==> config.mk <==
export PLATFORM = sky130hd
export DESIGN_NAME = ui_debounce
export DESIGN_NICKNAME = d
export VERILOG_FILES = /design/src/rtl/tt_io_pkg.sv /design/src/rtl/ui_debounce_ch.sv /design/src/rtl/ui_debounce.sv
export SDC_FILE = /design/constraint.sdc
export NUM_CORES = 1
export LEC_CHECK = 0
export ABC_AREA = 1
export BUFFER_PORTS_ARGS = -buffer_cell sky130_fd_sc_hd__buf_4
export CORE_ASPECT_RATIO = 1.5
export CORE_MARGIN = 4
export CORE_UTILIZATION = 59
export CTS_BUF_LIST = sky130_fd_sc_hd__clkbuf_4 sky130_fd_sc_hd__clkbuf_8
export DETAILED_ROUTE_END_ITERATION = 7
export PLACE_DENSITY = 0.78
export SLEW_MARGIN = 20
export SYNTH_ARGS = -nofsm -noshare
export SYNTH_HDL_FRONTEND = slang
export SYNTH_SLANG_ARGS = --single-unit
==> constraint.sdc <==
create_clock -name clk -period 1.43 [get_ports clk]
set_clock_uncertainty 0.2 [all_clocks]
set_input_delay 0.143 -clock clk [delete_from_list [all_inputs] [get_ports clk]]
set_output_delay 0.143 -clock clk [all_outputs]
set_load 0.005 [all_outputs]
==> src/rtl/tt_io_pkg.sv <==
// Shared constants for the tiny-tapeout I/O conditioning blocks.
package tt_io_pkg;

   localparam int unsigned DEFAULT_SYNC_STAGES   = 2;
   localparam int unsigned DEFAULT_STABLE_CYCLES = 4;

endpackage : tt_io_pkg

==> src/rtl/ui_debounce_ch.sv <==
// Single-bit input conditioner: synchroniser, stability counter, and
// debounced level with one-cycle rise/fall strobes.
module ui_debounce_ch
   import tt_io_pkg::*;
#(
   parameter int unsigned SYNC_STAGES   = DEFAULT_SYNC_STAGES,
   parameter int unsigned STABLE_CYCLES = DEFAULT_STABLE_CYCLES
) (
   input  logic clk,
   input  logic rst_n,
   input  logic ena,
   input  logic raw_i,
   output logic level_o,
   output logic rise_o,
   output logic fall_o
);

   localparam int unsigned     CNT_W    = $clog2(STABLE_CYCLES + 1);
   localparam logic [CNT_W-1:0] CNT_LAST = CNT_W'(STABLE_CYCLES - 1);

   logic [SYNC_STAGES-1:0] sync_q;
   logic [CNT_W-1:0]       cnt_q;
   logic                   s;

   assign s = sync_q[SYNC_STAGES-1];

   // Synchroniser chain; keeps sampling even while the filter is disabled.
   always_ff @(posedge clk or negedge rst_n) begin
      if (!rst_n) begin
         sync_q <= '0;
      end else begin
         sync_q <= {sync_q[SYNC_STAGES-2:0], raw_i};
      end
   end

   // Stability filter: level flips only after s differs for STABLE_CYCLES
   // consecutive enabled cycles; the strobe is registered alongside the flip.
   always_ff @(posedge clk or negedge rst_n) begin
      if (!rst_n) begin
         cnt_q   <= '0;
         level_o <= 1'b0;
         rise_o  <= 1'b0;
         fall_o  <= 1'b0;
      end else begin
         rise_o <= 1'b0;
         fall_o <= 1'b0;
         if (!ena) begin
            cnt_q <= '0;
         end else if (s == level_o) begin
            cnt_q <= '0;
         end else if (cnt_q == CNT_LAST) begin
            level_o <= s;
            cnt_q   <= '0;
            rise_o  <= s;
            fall_o  <= ~s;
         end else begin
            cnt_q <= cnt_q + CNT_W'(1);
         end
      end
   end

endmodule : ui_debounce_ch

==> src/rtl/ui_debounce.sv <==
// Input conditioning for the ui_in pads: NUM_CH independent debounce channels.
module ui_debounce
   import tt_io_pkg::*;
#(
   parameter int unsigned NUM_CH        = 8,
   parameter int unsigned SYNC_STAGES   = DEFAULT_SYNC_STAGES,
   parameter int unsigned STABLE_CYCLES = DEFAULT_STABLE_CYCLES
) (
   input  logic              clk,
   input  logic              rst_n,
   input  logic              ena,
   input  logic [NUM_CH-1:0] raw_i,
   output logic [NUM_CH-1:0] level_o,
   output logic [NUM_CH-1:0] rise_o,
   output logic [NUM_CH-1:0] fall_o
);

   // Reject parameter values the channel logic cannot implement.
   if (SYNC_STAGES < 2) begin : g_bad_sync
      $error("ui_debounce: SYNC_STAGES must be >= 2");
   end
   if (STABLE_CYCLES < 1) begin : g_bad_stable
      $error("ui_debounce: STABLE_CYCLES must be >= 1");
   end

   for (genvar i = 0; i < NUM_CH; i++) begin : g_ch
      ui_debounce_ch #(
         .SYNC_STAGES  (SYNC_STAGES),
         .STABLE_CYCLES(STABLE_CYCLES)
      ) u_ch (
         .clk    (clk),
         .rst_n  (rst_n),
         .ena    (ena),
         .raw_i  (raw_i[i]),
         .level_o(level_o[i]),
         .rise_o (rise_o[i]),
         .fall_o (fall_o[i])
      );
   end

endmodule : ui_debounce

**Word level (Yosys, flattened, before mapping)**

Cells that the tools add are included.

- Add/subtract/negate cells: 8
- Multipliers: 0
- Div/mod/pow operators: 0
- $lt $le $gt $ge: 0
- Equal/unequal tests: 16
- Shift operators: 0
- Multiplexer cells: 72
- Bitwise operators: 16
- Reductions and logical operators: 8

Operators by type and width:

| kind | count |
|---|---|
| $mux W3 | 24 |
| $mux W1 | 48 |
| $add A3 B1 Y3 const B | 8 |
| $eq A3 B2 Y1 const B | 8 |
| $reduce_and A3 Y1 | 8 |
| $not A1 Y1 | 16 |
| $eq A1 B1 Y1 | 8 |

- Flip-flop bits (word level): 64
- Latch bits: 0
- RAM bits: 0
- ROM bits: 0
- Input port bits: 11
- Word-level logic and storage cells: 160
- Memories kept: 0

**Depth between registers and ports, before layout**

Gate-level depths: netlist of the first run.

- Depth in word-level cells: 4
- Mapped depth: 6
- Gate-level depth less buffers: 6

**Cells and area by module**

Synthesis of the first run repeated with hierarchy kept, for this count alone.

- Cells, all modules: 224
- Area total of the unflattened synthesis: 2402.3 um^2

Modules (own cells, without submodules):

| module | instances | cells each | area an instance (um^2) | seq. area each (um^2) |
|---|---|---|---|---|
| ui_debounce_ch | 8 | 28 | 300.3 | 200.2 |

**Worst setup path after synthesis of the first run**

No wires, ideal clock.

- Kind: register to register
- Start point: register g_ch[4].u_ch.cnt_q[0]
- End point: register g_ch[4].u_ch.level_o
- Setup time: 0.118 ns
- Arrival: 0.894 ns
- Required time: 1.112 ns
- Slack: 0.218 ns
- Stages on the path, launching flop included: 7
- Path buffers: 0
- Period minus slack after synthesis: 1.212 ns
- Cells stage by stage: dfrtp_1 -> ha_1 -> inv_1 -> nor2_1 -> nand3_1 -> nand2_1 -> nand2_1

- Cells in the longest elaborated chain, start to end: 2

Ends and longest elaborated chain:

| element | RTL line | source |
|---|---|---|
| from (decl) | ui_debounce_ch.sv:22 | `logic [CNT_W-1:0] cnt_q;` |
| from (signal assigned) | ui_debounce_ch.sv:57 | `cnt_q <= cnt_q + CNT_W'(1);` |
| $eq A3 B2 Y1 | ui_debounce_ch.sv:51 | `end else if (cnt_q == CNT_LAST) begin` |
| $reduce_and A3 Y1 (no source line) | - |  |
| to (signal assigned) | ui_debounce_ch.sv:52 | `level_o <= s;` |
| to (decl) | ui_debounce_ch.sv:13 | `output logic level_o,` |

Every way passes these cells.
A chain may end at the register's enable or synchronous reset.

**Final worst setup path of the first run**

- Start point: register g_ch[0].u_ch.cnt_q[0]
- End point: register g_ch[0].u_ch.cnt_q[0]

- Cells in the longest elaborated chain, start to end: 4

Ends and longest elaborated chain:

| element | RTL line | source |
|---|---|---|
| from (decl) | ui_debounce_ch.sv:22 |  |
| from (signal assigned) | ui_debounce_ch.sv:57 |  |
| $add A3 B1 Y3 / $eq A3 B2 Y1 (equally long branches) | ui_debounce_ch.sv:57, ui_debounce_ch.sv:51 |  |
| $mux W3 * | ui_debounce_ch.sv:51 |  |
| $mux W3 * | ui_debounce_ch.sv:49 | `end else if (s == level_o) begin` |
| $mux W3 * | ui_debounce_ch.sv:47 | `if (!ena) begin` |

Mark *: on every way between the ends. The rest lies on a longest branch, timed or not.

==> impl_results.md, run 1 <==
- Status: finished, final reports clean
- Syn_nets: 261
- Worst Tran Pin Value: 341 ps
- Crit path DAT: 1380 ps
- Total GRT Usage: 15.7%
- R2R cell count: 5
- Fin crit share: 93.0%
- Die width: 62.3 µm
- GR Overflow Total: 0
- Worst slack, placed: 102 ps
- I/O pins: 35
- Slew headroom: 77.3%
- Critical path endpoint category: flip-flop
- Mapped Cells: 242
- WL per Instance: 11.9 µm
- Fin cells: 324
- Die Y: 89.5 µm
- CTS sink count: 64
- Row cnt: 29
- PwrDens: 1350 mW/mm²
- Largest net degree at the start of global routing: 39
- Worst R2R Start: g_ch[0].u_ch.cnt_q[0]$_DFF_PN0_
- Synth cell types: 14
- # port buffers: 34
- Crit path time final: 1330 ps
- Switching Power: 1.00 mW
- Internal power: 3.15 mW
- Antenna Cells: 0
- Setup Crit Path Kind: reg -> reg
- Worst reg2reg setup slack: 100 ps
- Final Hold Fails: 0
- Number of global-route vias before repair: 1590
- Post-synthesis cell area: 0.00261 mm²
- Critical R2R Capture: g_ch[0].u_ch.cnt_q[0]$_DFF_PN0_
- Root Driver: clkbuf_8
- Sequential area share after synthesis: 61.3%
- Top cells by area, synth: dfrtp_1, buf_4, inv_1
- Worst setup margin: 99.9 ps
- Worst Hold End: g_ch[2].u_ch.cnt_q[2]$_DFF_PN0_
- Die ar.: 0.00558 mm²
- Initial antenna violation count: 0
- DRC Markers: 0
- Max Fanout on Critical Path: 3
- # Max-Cap Violations: 0
- Sequential power share: 49.4%
- Post-route ant nets: 0
- FMAX: 752 MHz
- Final net count: 292
- Hold Startpoint: ena
- Post-placement cell count: 299
- CTS tree: done
- Top Usage Layer GRT: met2
- Area share of the largest cell type after synthesis: 61.3%
- WHS Path Cells: 5
- DP HPWL: 2.64 mm
- Min-delay worst type: in -> reg
- DR iter-0 viols: 29
- CTS H-tree lvls: 3
- Synth Warn #: 0
- RSZ-0062 raised after global routing: false
- FILL cells: 276
- Setup_tns: 0 ps
- Combinational Power Share: 10.3%
- Drt total wl: 3.87 mm
- CP startpoint kind: flip-flop
- Worst skew pair latency: 330 ps
- Sw frac: 24.1%
- DRT Pass-1 Iters: 4
- Clock share of power: 40.3%
- GR Util met1: 17.0%
- Peak supply drop: 0.00158 V
- Final setup fails: 0
- Post-CTS Setup Repair Bufs: 0
- GP Congestion: 0.758
- Starting density of the core: 61.5%
- Worst-path clk slew: 70 ps
- Global routing usage on met3: 4.28%
- Most frequent cells in the layout: dfrtp_1, inv_1, buf_4, nor2_1, nand2_1
- Total CTS buffers: 9
- Syn_area_per_cell: 10.8 µm²
- Core box area: 0.00425 mm²
- Most common cell after layout, fill and taps aside: dfrtp_1
- Largest area contributor in the netlist: dfrtp_1
- Layout cells sized above 1: 24.1%
- #FFs+latches synth: 64
- First-pass GRT wire length: 6.67 mm
- Vias per cell: 4.90
- Post-Route Utilization: 72.5%
- Power consumption: 4.15 mW
- Max Slew Vio Count: 0
- Leakage: 1.69 nW
- Vias: 1589
- Met2 usage in global routing: 27.5%
- Max clock buf depth: 2
- Area Growth Syn to Fin: 17.9%
- Worst Path Required: 1480 ps
## final cells by class
class / instances / area (µm²) / share of cell area (%)
Timing Repair Buffer: 45 / 373 / 12.1
Clock buffer: 10 / 138 / 4.47
Inverter: 41 / 161 / 5.24
Clock inverter: 6 / 82.6 / 2.68
Sequential cell: 64 / 1600 / 52.0
Multi-Input combinational cell: 112 / 664 / 21.6
Tap cell: 46 / 57.6 / 1.87
## registers in the layout, indices dropped and copies added (netlist names)
register           count
g_ch.u_ch.rise_o       8
g_ch.u_ch.fall_o       8
g_ch.u_ch.level_o      8
g_ch.u_ch.cnt_q       24
g_ch.u_ch.sync_q      16
## cell usage after synthesis
library cell	number
a21oi_2	1
a21oi_4	7
buf_4	24
buf_6	1
dfrtp_1	64
ha_1	8
inv_1	40
inv_8	1
nand2_1	30
nand3_1	13
nand3b_1	5
nand4_1	8
nor2_1	37
nor3_2	3
## routing by layer
metal | up-vias | wire length, µm
met5 | - | 0
met4 | 0 | 74
met1 | 767 | 1560
met3 | 6 | 146
met2 | 29 | 2090
li1 | 787 | -
## power groups by stage
stage	sequential [mW]	clock (mW)	combinational [mW]
after floorplan	2.06	0	0.302
after global placement	2.07	0	0.396
after detailed placement	2.08	0	0.412
after CTS	2.05	1.72	0.436
after global routing	2.07	1.80	0.492
final	2.05	1.67	0.428
## stage by stage
step / hold slack (ps) / instance area (µm²)
2_1_floorplan: -353 / 2610
3_3_place_gp: -131 / 2760
3_5_place_dp: -128 / 2760
4_1_cts: 43.0 / 3070
5_1_grt: 73.4 / 3080
6_report: 54.6 / 3080
## logic make-up (layout without fill, tap and decap cells)
group,Yosys count,in the layout,synth area share [%]
buffers and inverters,66,102,13.5
DFF,64,64,61.3
adders and majority gates,8,8,3.83
and+or+nand+nor,96,96,16.6
AOI/OAI and AO/OA,8,8,4.70
## repair_timing
item	4_1_cts	5_1_grt
endpoints found under the setup margin	0	5
endpoints found under the hold margin	72	0
gates resized for setup	0	3
hold buffers	9	0
## worst max-delay path by stage
stage	slack, ps	startpoint	cells past startpoint	end
floorplan	220	g_ch[4].u_ch.cnt_q[0]$_DFF_PN0_	6	g_ch[4].u_ch.level_o$_DFFE_PN0P_
global placement	150	g_ch[6].u_ch.cnt_q[0]$_DFF_PN0_	6	g_ch[6].u_ch.level_o$_DFFE_PN0P_
detailed placement	100	g_ch[0].u_ch.cnt_q[0]$_DFF_PN0_	5	g_ch[0].u_ch.cnt_q[0]$_DFF_PN0_
CTS	70	g_ch[7].u_ch.cnt_q[0]$_DFF_PN0_	6	g_ch[7].u_ch.level_o$_DFFE_PN0P_
global route	10	g_ch[7].u_ch.cnt_q[0]$_DFF_PN0_	6	g_ch[7].u_ch.level_o$_DFFE_PN0P_
finish	100	g_ch[0].u_ch.cnt_q[0]$_DFF_PN0_	5	g_ch[0].u_ch.cnt_q[0]$_DFF_PN0_
## critical path, stage by stage (launching register included)
cell      delay [ps]
dfrtp_1          390
ha_1             220
inv_1             60
nor2_1            60
nand3b_1         210
nor2_1           130
Power figures use the tool's default switching activity.
==> run 2, diff against run 1 <==
- PLACE_DENSITY: 0.78 -> default
- PLACE_DENSITY_LB_ADDON: default -> 0.05
- RECOVER_POWER: default -> 50
==> run 2 against run 1 <==
- final cell count rose by 0.31%
- routed wire length up 0.57%
- die area did not move
- worst setup slack lost 33 ps
- critical endpoint is now g_ch[1].u_ch.level_o$_DFFE_PN0P_
- largest cell class unchanged
==> impl_results.md, run 2 (synthesized netlist as in run 1, its figures left out) <==
- Crit path DAT: 1370 ps
- Post-CTS Setup Repair Bufs: 0
- Slowest stage delay, CP: 530 ps
- Die ar.: 0.00558 mm²
- Vias per cell: 4.86
- Setup Crit Path Kind: in -> reg
- Row cnt: 29
- Crit path time final: 1360 ps
- Max Slew Vio Count: 0
- First-pass GRT wire length: 6.86 mm
- Starting density of the core: 61.5%
- # port buffers: 34
- Setup_tns: 0 ps
- Worst Path Required: 1440 ps
- Worst skew pair latency: 320 ps
- Worst path slowest cell: dlygate4sd3_1
- RSZ-0062 raised after global routing: false
- Power consumption: 4.17 mW
- Status: finished, final reports clean
- Hold WS: 147 ps
- Layout cells sized above 1: 23.7%
- GP Congestion: 0.781
- Die Y: 89.5 µm
- Leakage: 1.70 nW
- CTS tree: done
- Core box area: 0.00425 mm²
- Worst-path clk slew: 60 ps
- CTS H-tree lvls: 3
- Final net count: 293
- CTS sink count: 64
- Max Fanout on Critical Path: 9
- Largest net degree at the start of global routing: 29
- Top delay family on crit path: buffers and inverters
- Max clock buf depth: 2
- Most frequent CP cell: nand2_1
- DP HPWL: 2.57 mm
- FMAX: 734 MHz
- Crit path cell chain: dlygate4sd3_1, buf_4, inv_8, a21oi_4, nand3_1, nand2_1, nand2_1
- Total GRT Usage: 15.8%
- Final Hold Fails: 0
- Max reg flops: 24
- Antenna Cells: 0
- DRC Markers: 0
- DRT Pass-1 Iters: 5
- Vias: 1581
- Die width: 62.3 µm
- Post-route ant nets: 0
- Drt total wl: 3.89 mm
- Total CTS buffers: 9
- Slew headroom: 55.2%
- # Max-Cap Violations: 0
- GR Overflow Total: 0
- Largest registers: g_ch.u_ch.cnt_q (24), g_ch.u_ch.sync_q (16)
- Critical path endpoint category: flip-flop
- Area Growth Syn to Fin: 17.9%
- WP buf/inv: 3
- Worst Tran Pin Value: 671 ps
- Root Driver: clkbuf_8
- Fin crit share: 95.3%
- DR iter-0 viols: 45
- Min-delay worst type: reg -> reg
- Final setup fails: 0
- Largest reg by FF count: g_ch.u_ch.cnt_q
- Most common cell after layout, fill and taps aside: dfrtp_1
- WL per Instance: 12.0 µm
- PwrDens: 1350 mW/mm²
- Number of global-route vias before repair: 1602
- Peak supply drop: 0.00106 V
- I/O pins: 35
- Most frequent cells in the layout: dfrtp_1, inv_1, nor2_1, nand2_1, buf_4
- CP startpoint kind: input pin
- Initial antenna violation count: 0
run 2: cell count changes in the layout (fill, tap and decap cells not counted), sizes merged:
cell         previous run  this run
dlygate4sd3             9        10
clkinvlp                1         0
buf                    36        27
clkbuf                 10        22
clkinv                  3         1
run 2: final timing paths:
path,from,end,slack (ps),cells past startpoint
max,ena,g_ch[1].u_ch.level_o$_DFFE_PN0P_,70,7
min,g_ch[2].u_ch.sync_q[0]$_DFF_PN0_,g_ch[2].u_ch.sync_q[1]$_DFF_PN0_,150,0
max reg2reg,g_ch[0].u_ch.cnt_q[0]$_DFF_PN0_,g_ch[0].u_ch.level_o$_DFFE_PN0P_,140,6
min reg2reg,g_ch[2].u_ch.sync_q[0]$_DFF_PN0_,g_ch[2].u_ch.sync_q[1]$_DFF_PN0_,150,0
max in group asynchronous,rst_n,g_ch[1].u_ch.rise_o$_DFF_PN0_,190,3
min in group asynchronous,rst_n,g_ch[6].u_ch.level_o$_DFFE_PN0P_,180,2
run 2: through the flow:
| step | setup WS (ps) | utilization [%] | cells | area (µm²) |
|---|---|---|---|---|
| floorplan | 218 | - | 242 | 2610 |
| global placement | 142 | 65.0 | 299 | 2760 |
| detailed placement | 105 | 65.0 | 299 | 2760 |
| CTS | 64.9 | 72.7 | 325 | 3090 |
| global route | 14.7 | 72.5 | 325 | 3080 |
| finish | 67.1 | 72.5 | 325 | 3080 |
run 2: repair_timing:
action                     CTS  global route
resized for setup            0             2
hold buffers                10             0
setup endpoints to repair    0             3
hold endpoints to repair    81             0
run 2: final cells by class:
cell class / count / area [µm²]
Clock buffer: 13 / 160
Clock inverter: 3 / 65.1
Fill cell: 312 / 1170
Inverter: 41 / 161
Multi-Input combinational cell: 112 / 662
Sequential cell: 64 / 1600
Tap cell: 46 / 57.6
Timing Repair Buffer: 46 / 372
run 2: per-layer routing:
layer / share of wire [%] / track usage, % / vias up
li1: - / - / 788
met3: 4.1 / 3.77 / 8
met5: 0 / 0 / -
met4: 2.3 / 10.4 / 0
met2: 52 / 26.4 / 34
met1: 41 / 18.3 / 751
run 2: report_power, final:
| part | internal, mW | switching, mW |
|---|---|---|
| sequential | 1.93 | 0.117 |
| clock | 1.09 | 0.611 |
| combinational | 0.195 | 0.229 |
